File: config.mk
export PLATFORM = sky130hd
export DESIGN_NAME = dz_scan_ctrl
export DESIGN_NICKNAME = d
export VERILOG_FILES = /design/src/rtl/dz_pkg.sv /design/src/rtl/dz_fb_bank.sv /design/src/rtl/dz_scan_ctrl.sv
export SDC_FILE = /design/constraint.sdc
export NUM_CORES = 1
export LEC_CHECK = 0
export CAP_MARGIN = 15
export CORE_ASPECT_RATIO = 0.5
export CORE_MARGIN = 1
export CORE_UTILIZATION = 40
export DETAILED_ROUTE_END_ITERATION = 8
export PLACE_DENSITY = 0.58
export SLEW_MARGIN = 20
export SYNTH_ARGS = -nofsm -noshare
export SYNTH_HDL_FRONTEND = slang
export SYNTH_SLANG_ARGS = --single-unit
File: constraint.sdc
create_clock -name clk -period 2.59 [get_ports clk]
set_clock_uncertainty 0.1 [all_clocks]
set_input_delay 0.518 -clock clk [delete_from_list [all_inputs] [get_ports clk]]
set_output_delay 0.518 -clock clk [all_outputs]
set_load 0.02 [all_outputs]
File: src/rtl/dz_pkg.sv
// Shared types and constants for the 8x8 red/green dot-matrix scan controller.
package dz_pkg;

   localparam int ROWS = 8;
   localparam int COLS = 8;
   localparam logic [ROWS-1:0] ROW_OFF = 8'hFF;
   localparam logic [COLS-1:0] COL_OFF = 8'h00;

   // Scan FSM: blank gap before each row, then the row itself.
   typedef enum logic {
      S_BLANK = 1'b0,
      S_SHOW  = 1'b1
   } state_t;

   // One row of pixels as stored in a frame bank.
   typedef struct packed {
      logic [COLS-1:0] red;
      logic [COLS-1:0] grn;
   } pix_t;

   // Visible scan position: FSM state plus current row index.
   typedef struct packed {
      state_t     state;
      logic [2:0] r;
   } scan_pos_t;

   // Active-low one-hot row select for row r.
   function automatic logic [ROWS-1:0] row_sel(input logic [2:0] r);
      return ~(ROWS'(1) << r);
   endfunction

endpackage

File: src/rtl/dz_fb_bank.sv
// One 8-row frame bank: async-cleared register file, one write port and a
// combinational read mux.
module dz_fb_bank
   import dz_pkg::*;
(
   input  logic        clk,
   input  logic        rst_n,
   input  logic        wr_en,
   input  logic [2:0]  wr_addr,
   input  logic [15:0] wr_data,
   input  logic [2:0]  rd_addr,
   output logic [15:0] rd_data
);

   pix_t mem [ROWS];

   // Row storage; reset wipes the whole bank.
   always_ff @(posedge clk or negedge rst_n) begin
      if (!rst_n) begin
         for (int i = 0; i < ROWS; i++) begin
            mem[i] <= '0;
         end
      end else if (wr_en) begin
         mem[wr_addr] <= pix_t'(wr_data);
      end
   end

   assign rd_data = mem[rd_addr];

endmodule

File: src/rtl/dz_scan_ctrl.sv
// Row-multiplexed scan controller for an 8x8 red/green dot matrix with a
// double-buffered frame store and tear-free swaps at frame boundaries.
//
// Swap handshake: swap_req is a level sampled every clock. When it is seen
// with busy low, busy rises on the next edge and stays high until the swap
// executes; swap_req while busy is ignored. The swap executes at the frame
// boundary (or at the next edge while en is low); busy then drops and
// swap_ack pulses for exactly one cycle. Writes (wr_en) are accepted only
// while busy is low and always land in the back bank.
module dz_scan_ctrl
   import dz_pkg::*;
#(
   parameter int ROW_HOLD = 2,
   parameter int BLANK    = 1
) (
   input  logic       clk,
   input  logic       rst_n,
   input  logic       en,
   input  logic       wr_en,
   input  logic [2:0] wr_addr,
   input  logic [7:0] wr_red,
   input  logic [7:0] wr_grn,
   input  logic       swap_req,
   output logic       busy,
   output logic       swap_ack,
   output logic       frame_start,
   output logic [7:0] row,
   output logic [7:0] colr,
   output logic [7:0] colg
);

   localparam int PH_MAX = (BLANK > ROW_HOLD) ? BLANK : ROW_HOLD;
   localparam int PW     = $clog2(PH_MAX + 1);
   localparam logic [PW-1:0] BLANK_LAST = PW'(BLANK - 1);
   localparam logic [PW-1:0] HOLD_LAST  = PW'(ROW_HOLD - 1);

   scan_pos_t   pos;
   logic [PW-1:0] phase;
   logic        front_sel;     // 0: bank0 is displayed, 1: bank1 is displayed

   logic        wr_ok;
   logic        boundary;
   logic        swap_pending;
   logic        swap_now;
   logic [15:0] rd_b0;
   logic [15:0] rd_b1;
   pix_t        front_pix;

   // The last lit cycle of row 7 closes the frame.
   assign boundary     = en && (pos.state == S_SHOW) && (pos.r == 3'd7) &&
                         (phase == HOLD_LAST);
   assign swap_pending = busy || swap_req;
   // While frozen there is no boundary to wait for, so a pending swap runs now.
   assign swap_now     = swap_pending && (boundary || !en);
   assign wr_ok        = wr_en && !busy;

   dz_fb_bank u_bank0 (
      .clk     (clk),
      .rst_n   (rst_n),
      .wr_en   (wr_ok && front_sel),
      .wr_addr (wr_addr),
      .wr_data ({wr_red, wr_grn}),
      .rd_addr (pos.r),
      .rd_data (rd_b0)
   );

   dz_fb_bank u_bank1 (
      .clk     (clk),
      .rst_n   (rst_n),
      .wr_en   (wr_ok && !front_sel),
      .wr_addr (wr_addr),
      .wr_data ({wr_red, wr_grn}),
      .rd_addr (pos.r),
      .rd_data (rd_b1)
   );

   assign front_pix = pix_t'(front_sel ? rd_b1 : rd_b0);

   // Scan FSM plus swap/busy bookkeeping and the registered status pulses.
   always_ff @(posedge clk or negedge rst_n) begin
      if (!rst_n) begin
         pos.state   <= S_BLANK;
         pos.r       <= 3'd0;
         phase       <= '0;
         front_sel   <= 1'b0;
         busy        <= 1'b0;
         swap_ack    <= 1'b0;
         frame_start <= 1'b0;
      end else begin
         swap_ack    <= 1'b0;
         frame_start <= 1'b0;

         if (en) begin
            case (pos.state)
               S_BLANK: begin
                  if (phase == BLANK_LAST) begin
                     pos.state <= S_SHOW;
                     phase     <= '0;
                  end else begin
                     phase <= phase + PW'(1);
                  end
               end
               S_SHOW: begin
                  if (phase == HOLD_LAST) begin
                     pos.state <= S_BLANK;
                     pos.r     <= pos.r + 3'd1;
                     phase     <= '0;
                  end else begin
                     phase <= phase + PW'(1);
                  end
               end
               default: begin
                  pos.state <= S_BLANK;
                  phase     <= '0;
               end
            endcase
         end

         if (boundary) begin
            frame_start <= 1'b1;
         end

         if (swap_now) begin
            front_sel <= ~front_sel;
            busy      <= 1'b0;
            swap_ack  <= 1'b1;
         end else if (swap_req) begin
            busy <= 1'b1;
         end
      end
   end

   // Moore decode of the display drive; everything dark while disabled.
   always_comb begin
      row  = ROW_OFF;
      colr = COL_OFF;
      colg = COL_OFF;
      if (en && (pos.state == S_SHOW)) begin
         row  = row_sel(pos.r);
         colr = front_pix.red;
         colg = front_pix.grn;
      end
   end

endmodule
==> results.cfg <==
[cells_and_area]
drive_above_1_share_pct = 47.2
antennaDiodeCount = 0
stdcell_area_um2 = 15400
area_delta_synth_final_pct = 23.8
layout.nets = 1028

[synth]
synth_nets = 918
synth_area_leader_cell = dfrtp_1
ys.flop_type = dfrtp_1
ys_ff_latch = 266
yosysSeqAreaShare_pct = 53.5
synthCells = 886
synth-edff-count = 0
yosys_warnings = 0
avgSynthCellArea_um2 = 14.0
netlist_top_cells_area = dfrtp_1, mux2_2, mux2i_1
synth_top_area_share_pct = 53.5
async_flop_share_pct = 100
yosys.cell_types.count = 38
syn_area_um2 = 12400

[power]
power_density_nw_per_um2 = 1220
p_leak_nw = 6.99
irDropWorstVdd_mv = 0.516
power.total_w = 0.0187

[worst_setup_path]
path_cells = buf_12, buf_12, buf_4, mux2i_1, a22o_1, o31ai_2, buf_4
crit_family = buffers and inverters
r2r_end = front_sel
worstReg2RegStart = pos[0]
critPathCaptureType = output pin
cp_slowest_stage_delay_ns = 0.51
endpoint = colg[5]
crit_arrival_ns = 2.27
cp_num_buf_inv = 4
slowest_stage = dfrtp_4
worst_setup_path_start_kind = flip-flop
r2r_setup_slack_ns = 0.58
reg2regPathDepth = 8
crit_start = pos[0]
crit_required_ns = 1.97
critical_path.max_fanout = 13
path_class = flip-flop to output pin
path_depth = 7

[floorplan]
die_w_um = 251
ios = 51
start_util_pct = 40.8
dieArea_um2 = 31800
die_h_um = 127
fp.coreArea_um2 = 30500
num_rows = 45

[outcome]
violations = setup timing
status = finished, violations left

[detailed_routing]
via_per_inst = 5.38
drcViolationCount = 0
wl_per_cell_um = 22.0
wl_um = 31700
antenna_left = 0
vias = 7742
firstDrtPassIters = 4
initialDrtViolationCount = 472

[sta]
hold_viol_final = 0
slew_headroom_pct = 59.2
finalSetupViolations = 22
period_minus_slack_ns = 2.89
fin_crit_sh_pct = 112
clock.fmax_ghz = 0.346
maxSlewViolCount = 0
tightest_slew_ns = 0.612
layout_setup_ws_ns = -0.303
rsz0062_at_grt = yes

[hold_path]
worstHoldStart = u_bank0.mem[48]
hold_class = flip-flop to flip-flop

[clock_network]
cts_tree = done
numCtsBuffers = 26
clk_pin_slew_ns = 0.06
clkLatencyLatePin_ns = 0.54
clockBufferDepth = 3
htreeDepth = 1
cts_sinks = 266
ctsRootBufferMaster = clkbuf_16

[placement]
port_buffers = 50
dpl.hpwl_um = 20700
place_area_um2 = 14100
place_congestion = 0.806

[grt]
antenna_found_initial = 0
track_usage_pct = 20.6
grt_pass1_wl_um = 49700
grt_pass1_vias = 8169
grt_max_degree = 75
overflow = 0

[job]
drv_cap = 0
[synth_stat cells, types with 2 or more instances]
master and number:
a21oi_1 2, a22o_1 4, a22oi_1 44, and2_1 2
and2b_1 2, and3_1 3, buf_2 27, buf_4 4
buf_6 7, clkbuf_1 33, dfrtp_1 266, ha_1 8
inv_1 6, mux2_2 247, mux2_4 10, mux2i_1 97
mux4_2 16, nand2_1 35, nand2_2 3, nand3_1 9
nand4_1 2, nor2_1 19, nor2b_1 4, o211ai_1 4
o21ai_0 8, o22ai_1 8, o31ai_1 5
[flip-flops by register name (all words and copies together), names as in the netlist, named ones only]
name / cells
u_bank0.mem: 128
u_bank1.mem: 128
pos: 3
phase: 2
busy: 1
frame_start: 1
front_sel: 1
swap_ack: 1
[routing by layer]
metal / vias to the layer above / track usage [%] / part of all wire, % / wire (um)
li1: 3453 / - / - / -
met2: 127 / 33.3 / 47 / 14800
met1: 4129 / 29.9 / 48 / 15100
met3: 33 / 2.73 / 4.2 / 1330
met5: - / 0 / 0 / 0
met4: 0 / 3.52 / 1.3 / 412
[power by group]
group	total [W]	internal, W	switching [W]
logic	0.00760	0.00429	0.00331
registers	0.00716	0.00614	0.00102
clock network	0.00398	0.00232	0.00166
total	0.0187	0.0128	0.00598
[per-stage QoR]
step / setup TNS [ns] / util [%] / worst slack (ns) / hold WS [ns] / cells
2_1_floorplan: 0 / - / 0.113 / 0.122 / 886
3_3_place_gp: -6.68 / 46.4 / -0.512 / 0.383 / 1369
3_5_place_dp: -7.15 / 46.4 / -0.508 / 0.391 / 1369
4_1_cts: -4.94 / 50.1 / -0.302 / 0.406 / 1432
5_1_grt: -6.34 / 50.5 / -0.388 / 0.411 / 1439
6_report: -4.37 / 50.5 / -0.303 / 0.403 / 1439
[what timing repair did]
action	CTS	global route
buffers inserted	12	6
pin swaps	21	23
resized for setup	162	17
endpoints found under the hold margin	70	0
setup endpoints to repair	24	24
hold buffers	1	0
cloned	2	1
[how the worst min path moves through the flow]
| stage | end | slack (ns) | depth (start not counted) |
|---|---|---|---|
| after floorplan | async pin | 0.12 | 0 |
| after global placement | flip-flop | 0.38 | 1 |
| after detailed placement | u_bank1.mem[21] | 0.39 | 1 |
| after CTS | u_bank0.mem[89] | 0.41 | 1 |
| after global routing | u_bank1.mem[54] | 0.41 | 1 |
| final | u_bank0.mem[48] | 0.40 | 1 |
[cells by family (layout without fill, tap and decap cells)]
logic type,count (synthesis),count (layout),share of synthesized area (%)
buffers and inverters,78,208,3.26
flip-flops,266,266,53.5
XOR/XNOR,2,2,0.141
adder cells (fa/ha/maj),8,8,0.805
AO/OA/AOI/OAI,75,75,4.29
AND/OR/NAND/NOR,87,87,3.68
multiplexers,370,370,34.3
[cells in the final DEF, fill, tap and decap left out, types with 3 or more instances in the layout]
master / instances
clkbuf_1: 7
o21ai_1: 3
and3_1: 3
nand2_1: 35
mux2i_1: 97
buf_2: 3
ha_1: 3
nor2_2: 7
inv_1: 5
ha_2: 4
clkbuf_8: 9
a22oi_1: 40
a22oi_2: 4
mux4_2: 16
o22ai_1: 5
o211ai_1: 4
buf_6: 16
mux2_4: 10
clkdlybuf4s50_1: 25
nand2_2: 3
buf_16: 3
buf_4: 70
o21ai_0: 4
nor2_1: 11
buf_12: 34
clkbuf_16: 27
o22ai_2: 3
a22o_1: 4
dfrtp_1: 265
nand3_1: 8
o31ai_2: 3
mux2_2: 247
[area by class of cell]
cell class	instances	area, um^2
clock buffers	42	801
clock inverters	6	95.1
fillers	2613	15100
inverters	6	25.0
multi-input cells	542	5500
flip-flops and latches	266	6660
well taps	423	529
repair buffers	154	1780
Note: power is estimated with default switching activity, not from simulation.
